[src/rtl/iddmm_final_sub.sv]
// Final conditional-subtraction stage of the IDDMM Montgomery multiplier: emits {an,A}-M or A word-serially.
// Optional macro IDDMM_SUB_CLEAR_EN adds a zero-clear pass over the A memory before task_end.
module iddmm_final_sub #(
    parameter int K      = 128,
    parameter int N      = 32,
    parameter int ADDR_W = $clog2(N)
) (
    input  logic              clk,
    input  logic              rst_n,
    input  logic              task_req,
    output logic              task_end,
    output logic [K-1:0]      res,
    output logic              res_val,
    output logic              clra_mem,
    output logic              clra_wren,
    output logic [ADDR_W-1:0] clra_addr,
    input  logic [K-1:0]      aj,
    input  logic [K-1:0]      an,
    input  logic [K-1:0]      mj,
    output logic [ADDR_W-1:0] addr_a,
    output logic [ADDR_W-1:0] addr_m
);

    localparam int               CNT_W = ADDR_W + 1;
    localparam logic [CNT_W-1:0] LAST  = CNT_W'(N);

    typedef enum logic [2:0] {
        S_IDLE = 3'd0,
        S_CMP  = 3'd1,
        S_OUT  = 3'd2,
        S_CLR  = 3'd3,
        S_DONE = 3'd4,
        S_WAIT = 3'd5
    } state_t;

    // Returns {borrow_out, a - m - b}; bit K is set whenever the difference went negative.
    function automatic logic [K:0] sub_borrow(input logic [K-1:0] a, input logic [K-1:0] m,
                                              input logic b);
        sub_borrow = {1'b0, a} - {1'b0, m} - {{K{1'b0}}, b};
    endfunction

    state_t              state_q, state_d;
    logic [CNT_W-1:0]    cnt_q, cnt_d;
    logic                b_q, b_d;
    logic                sel_q, sel_d;
    logic                res_val_q, res_val_d;
    logic                task_end_q, task_end_d;
    logic [ADDR_W-1:0]   addr_q, addr_d;
    logic [K-1:0]        hold_q;
    logic [K:0]          diff_s;
    logic [K-1:0]        res_word_s;

    assign diff_s     = sub_borrow(aj, mj, b_q);
    assign res_word_s = sel_q ? diff_s[K-1:0] : aj;

    // Memory read data arrives in the same cycle it is emitted, so res is muxed against a hold register.
    assign res      = res_val_q ? res_word_s : hold_q;
    assign res_val  = res_val_q;
    assign task_end = task_end_q;
    assign addr_a   = addr_q;
    assign addr_m   = addr_q;

    // Next-state, borrow chain and registered-output decode.
    always_comb begin
        state_d = state_q;
        cnt_d   = cnt_q;
        b_d     = b_q;
        sel_d   = sel_q;
        case (state_q)
            S_IDLE: begin
                if (task_req) begin
                    state_d = S_CMP;
                    cnt_d   = '0;
                    b_d     = 1'b0;
                    sel_d   = 1'b0;
                end else begin
                    cnt_d = '0;
                end
            end
            S_CMP: begin
                if (cnt_q == LAST) begin
                    state_d = S_OUT;
                    cnt_d   = '0;
                    b_d     = 1'b0;
                    sel_d   = (an != '0) || !diff_s[K];
                end else begin
                    cnt_d = cnt_q + CNT_W'(1);
                    if (cnt_q != '0) begin
                        b_d = diff_s[K];
                    end else begin
                        b_d = 1'b0;
                    end
                end
            end
            S_OUT: begin
                if (cnt_q != '0) begin
                    b_d = diff_s[K];
                end else begin
                    b_d = 1'b0;
                end
                if (cnt_q == LAST) begin
`ifdef IDDMM_SUB_CLEAR_EN
                    state_d = S_CLR;
`else
                    state_d = S_DONE;
`endif
                    cnt_d = '0;
                end else begin
                    cnt_d = cnt_q + CNT_W'(1);
                end
            end
`ifdef IDDMM_SUB_CLEAR_EN
            S_CLR: begin
                if (cnt_q == (LAST - CNT_W'(1))) begin
                    state_d = S_DONE;
                    cnt_d   = '0;
                end else begin
                    cnt_d = cnt_q + CNT_W'(1);
                end
            end
`endif
            S_DONE: begin
                state_d = S_WAIT;
            end
            S_WAIT: begin
                if (!task_req) begin
                    state_d = S_IDLE;
                end else begin
                    state_d = S_WAIT;
                end
            end
            default: begin
                state_d = S_IDLE;
                cnt_d   = '0;
            end
        endcase

        res_val_d  = (state_d == S_OUT) && (cnt_d != '0);
        task_end_d = (state_d == S_DONE);
        if (((state_d == S_CMP) || (state_d == S_OUT)) && (cnt_d != LAST)) begin
            addr_d = cnt_d[ADDR_W-1:0];
        end else begin
            addr_d = '0;
        end
    end

    // State, counter and output registers with synchronous active-low reset.
    always_ff @(posedge clk) begin
        if (!rst_n) begin
            state_q    <= S_IDLE;
            cnt_q      <= '0;
            b_q        <= 1'b0;
            sel_q      <= 1'b0;
            res_val_q  <= 1'b0;
            task_end_q <= 1'b0;
            addr_q     <= '0;
            hold_q     <= '0;
        end else begin
            state_q    <= state_d;
            cnt_q      <= cnt_d;
            b_q        <= b_d;
            sel_q      <= sel_d;
            res_val_q  <= res_val_d;
            task_end_q <= task_end_d;
            addr_q     <= addr_d;
            hold_q     <= res;
        end
    end

`ifdef IDDMM_SUB_CLEAR_EN
    logic              clr_q, clr_d;
    logic [ADDR_W-1:0] clra_addr_q, clra_addr_d;

    // Clear-pass outputs, one zero write per cycle.
    always_comb begin
        clr_d = (state_d == S_CLR);
        if (clr_d) begin
            clra_addr_d = cnt_d[ADDR_W-1:0];
        end else begin
            clra_addr_d = '0;
        end
    end

    // Clear-pass output registers.
    always_ff @(posedge clk) begin
        if (!rst_n) begin
            clr_q       <= 1'b0;
            clra_addr_q <= '0;
        end else begin
            clr_q       <= clr_d;
            clra_addr_q <= clra_addr_d;
        end
    end

    assign clra_mem  = clr_q;
    assign clra_wren = clr_q;
    assign clra_addr = clra_addr_q;
`else
    assign clra_mem  = 1'b0;
    assign clra_wren = 1'b0;
    assign clra_addr = '0;
`endif

endmodule

[config.mk]
export PLATFORM = sky130hd
export DESIGN_NAME = iddmm_final_sub
export DESIGN_NICKNAME = d
export VERILOG_FILES = /design/src/rtl/iddmm_final_sub.sv
export SDC_FILE = /design/constraint.sdc
export NUM_CORES = 1
export LEC_CHECK = 0
export BUFFER_PORTS_ARGS = -buffer_cell sky130_fd_sc_hd__buf_2
export CELL_PAD_IN_SITES_DETAIL_PLACEMENT = 1
export CELL_PAD_IN_SITES_GLOBAL_PLACEMENT = 1
export CORE_MARGIN = 8
export CORE_UTILIZATION = 38
export CTS_BUF_LIST = sky130_fd_sc_hd__clkbuf_16
export CTS_CLUSTER_SIZE = 24
export DETAILED_ROUTE_END_ITERATION = 8
export GPL_TIMING_DRIVEN = 0
export HOLD_SLACK_MARGIN = 0.1
export PLACE_DENSITY = 0.79
export SLEW_MARGIN = 10
export SYNTH_ARGS = -nofsm -noshare
export SYNTH_HDL_FRONTEND = slang
export SYNTH_SLANG_ARGS = --single-unit
export TNS_END_PERCENT = 50
[constraint.sdc]
create_clock -name clk -period 6.4 [get_ports clk]
set_input_delay 0.64 -clock clk [delete_from_list [all_inputs] [get_ports clk]]
set_output_delay 0.64 -clock clk [all_outputs]
set_load 0.1 [all_outputs]
==> metrics.md <==
| Metric | Value |
|---|---|
| Sw Pwr | ~2.0 mW |
| Initial core utilization | 38.57% |
| MaxCap Viol Count | 0 |
| DR iter-0 viols | 1475 |
| Commonest register cell after synthesis | dfxtp_1 |
| Pin count of the biggest net entering global routing | 17 |
| Netlist Area Pre-Place | 19390 sq um |
| Site row count | 82 |
| Reg-to-reg endpoint | b_q |
| Status | finished, final reports clean |
| #FFs+latches synth | roughly 150 |
| Dpl hpwl | 87140 microns |
| DRT antenna net count | 0 |
| Post-synth ARST share | 0% |
| I/O pin cnt | ~530 |
| Ys Warns | 0 |
| Leakage | between 10 and 15 nW |
| Min cycle time layout | between 6 and 7 ns |
| Area contributors post-synth | ha_1 17%, dfxtp_1 15%, inv_1 8.2%, a21oi_1 7.3%, nor2_1 5.0% |
| Final wirelength | a little over 100000 microns |
| Hold Crit Endpoint | b_q |
| Worst skew pair latency | 0.51 ns |
| Dominant cell type by area after synthesis | ha_1 |
| Input/output buffers | ~530 |
| CORE AREA | roughly 50000 sq um |
| Final count of negative-setup-slack endpoints | 0 |
| Non-Filler Cell Area, Final | about 24000 sq um |
| Worst Max-Slew Pin Slew | roughly 1.3 ns |
| CP arrival | 5.62 ns |
| Hold Path Depth | 2 |
| Global route overflow | 0 |
| Clock power share | 25.0% |
| Tcrit/Tclk final | a little over nine tenths |
| Worst vdd ir | around 0.19 mV |
| Crit path required time | approximately 5.8 ns |
| Placed Area | 22910 sq um |
| Root Buffer Master | clkbuf_16 |
| Combinational Power Share | roughly 54% |
| Fillers | 6735 |
| DRC | 0 |
| Vias in the first global route | 24850 |
| DIE HEIGHT | about 240 microns |
| Clk sinks | 146 |
| Crit path capture type | output port |
| Worst Path Max Fanout | 4 |
| RSZ-0062 raised after global routing | yes |
| Seq pwr share | 21.4% |
| WL per Instance | 25.52 microns |
| Clock tree buffer depth | 2 |
| Critical path class | register to output port |
| CTS tree | built |
| Final hold violations | 0 |
| Die area | 58510 sq um |
| Worst r2r src | b_q |
| Hold Startpoint | b_q |
| Synth top area share | approximately 17% |
| HP Class | register to register |
| Via count | 23410 |
| H-tree levels | 4 |
| Die W | 241.9 microns |
| Avg Cell Area, Syn | between 6 and 7 sq um |
| Number of flops mapped to enable cells by yosys | 0 |
| Max_slew headroom | between 10% and 20% |
| Total CTS buffers | 17 |
| Power per cell area | approximately 180 nW/um^2 |
| Seq/Total Area, Yosys | between 15 and 20% |
| Share of cells above drive strength 1 | a little under a fifth |
| Final Skew | about 0.017 ns |
| CP startpoint | b_q |
| Drt pass-1 iters | 5 |
| Worst Setup Start Kind | register |
| Max Slew Vio Count | 0 |
| Area Overhead vs Synth | 21.81% |
| GP Congestion | 0.9853 |
| Worst slack at placement | -0.6654 ns |
| Switching part of the total | around 47% |
| Synth cell types | 98 |
| Int Power | 2.237 mW |
| Routed vias/inst | just under 6 |
| Reg clk slew, reported paths | 0.07 ns |
| Cells after Synth | 2811 |
| Reg2reg path depth | 17 |
| GRT Util Overall | 33.91% |
| Global-route wire length before repair | between 150000 and 200000 microns |
| R2R Setup Slk | ~1.3 ns |
| Fmax achieved | approximately 160 MHz |
| Final net count | ~4000 |
| Sum of negative setup slack | 0 ns |
| Initial antenna violation count | 10 |
| Worst Setup Slack, final | 0.1353 ns |
[worst max path at each step]
stage	endpoint	slack, ns	depth (start not counted)
after floorplan	res[104]	-0.19	17
after global placement	res[118]	-0.58	18
after detailed placement	res[118]	-0.67	18
after CTS	res[98]	0.02	17
after global routing	res[112]	-0.04	18
final	res[118]	0.14	20
[cells in the mapped netlist, types with 7 or more instances]
library cell  instances
inv_1               421
a21oi_1             284
nor2_1              258
ha_1                256
nand2_1             181
o21ai_0             153
dfxtp_1             146
and2_1              127
clkbuf_1            120
xnor2_1              83
nand4_1              75
a21o_1               59
mux2i_1              59
nor3_1               58
nor4_1               47
o21a_1               41
xor2_1               35
nand3_1              34
o21bai_1             33
a211oi_1             21
a31oi_1              21
o21ai_1              21
o31ai_1              17
or3_1                16
o211ai_1             15
a21boi_0             12
buf_4                12
a221o_1              11
nand2b_1             11
o221ai_1             11
buf_1                10
buf_2                10
nor2b_1              10
and3_1                7
[area by class of cell]
class / instances / area [sq um] / area share, %
Clock buffer: 17 / 425.4 / 1.801
Multi-Input combinational cell: 2095 / 14360 / 60.80
Sequential cell: 146 / 2923 / 12.38
Inverter: 424 / 1592 / 6.739
Buffer: 152 / 630.6 / 2.670
Tap cell: 672 / 840.8 / 3.560
Antenna cell: 7 / 17.52 / 0.07417
Timing Repair Buffer: 529 / 2698 / 11.42
Clock inverter: 15 / 131.4 / 0.5563
[state kept, by name, summed over array words and instances (netlist names)]
signal / count
task_end: 1
cnt_q: 6
res_val: 1
state_q: 3
b_q: 1
addr_a: 5
hold_q: 128
sel_q: 1
[worst max-delay path, cell delays in order, from the launching register on]
cell and delay, ns:
dfxtp_1 0.33, inv_1 0.05, fa_1 0.50, inv_1 0.06, ha_1 0.19, or2_2 0.28
fa_1 0.44, nand2b_1 0.24, a2111oi_4 0.44, o21ai_1 0.21, a41oi_2 0.22, buf_4 0.17
o21ba_4 0.21, nand3_1 0.21, a31oi_4 0.29, buf_12 0.15, o21ai_0 0.10, xnor2_1 0.31
nand2_1 0.17, a31oi_4 0.30, buf_8 0.23
[layer usage]
layer | track usage (%) | vias to the layer above | part of all wire, %
met4 | 16.57 | 0 | 4.9
met5 | 0 | - | 0
met2 | 58.77 | 962 | 48
met3 | 5.049 | 231 | 6.3
li1 | - | 10840 | -
met1 | 40.62 | 11370 | 41
[timing repair]
item,CTS,global route
setup endpoints to repair,5,13
setup buffers,1,2
hold buffers,0,0
resized for setup,10,11
pin swaps,2,2
[metrics by stage]
stage / total power [mW] / cells / hold WS [ns] / util, %
final: 4.259 / 4057 / 0.4849 / 46.98
after global routing: 4.481 / 4056 / 0.5385 / 46.97
after CTS: 4.223 / 4048 / 0.4910 / 46.82
after detailed placement: 3.135 / 4015 / 0.4810 / 45.57
after global placement: 3.101 / 4015 / 0.4691 / 45.57
after floorplan: 2.363 / 2817 / 0.4538 / -
[power groups by stage]
stage | registers [mW] | clock network [mW] | logic (mW)
after floorplan | 0.935 | 0 | 1.43
after global placement | 0.932 | 0 | 2.17
after detailed placement | 0.932 | 0 | 2.20
after CTS | 0.911 | 1.08 | 2.23
after global routing | 0.911 | 1.11 | 2.46
final | 0.911 | 1.07 | 2.28
[logic make-up after synthesis]
logic type,synth area share [%]
buffers and inverters,11.45
adders and majority gates,16.73
and+or+nand+nor,21.87
other,0.01934
muxes,3.356
DFF,15.07
xor gates and xnor gates,5.330
AOI/OAI and AO/OA,26.17
[cells in the final DEF, fill, tap and decap left out, drive strengths merged, types with 12 or more instances in the layout]
| cell type | netlist | final |
|---|---|---|
| buf | 32 | 555 |
| inv | 423 | 429 |
| a21oi | 286 | 286 |
| nor2 | 258 | 258 |
| ha | 256 | 256 |
| nand2 | 182 | 182 |
| o21ai | 174 | 174 |
| dfxtp | 146 | 146 |
| clkbuf | 120 | 143 |
| and2 | 127 | 127 |
| xnor2 | 83 | 83 |
| nand4 | 76 | 76 |
| a21o | 59 | 59 |
| nor3 | 59 | 59 |
| mux2i | 59 | 59 |
| nor4 | 49 | 49 |
| o21a | 43 | 43 |
| xor2 | 35 | 35 |
| nand3 | 34 | 34 |
| o21bai | 34 | 34 |
| a31oi | 22 | 22 |
| a211oi | 21 | 21 |
| o31ai | 19 | 19 |
| or3 | 16 | 16 |
| o211ai | 15 | 15 |
| a21boi | 12 | 12 |
Power figures use the tool's default switching activity.
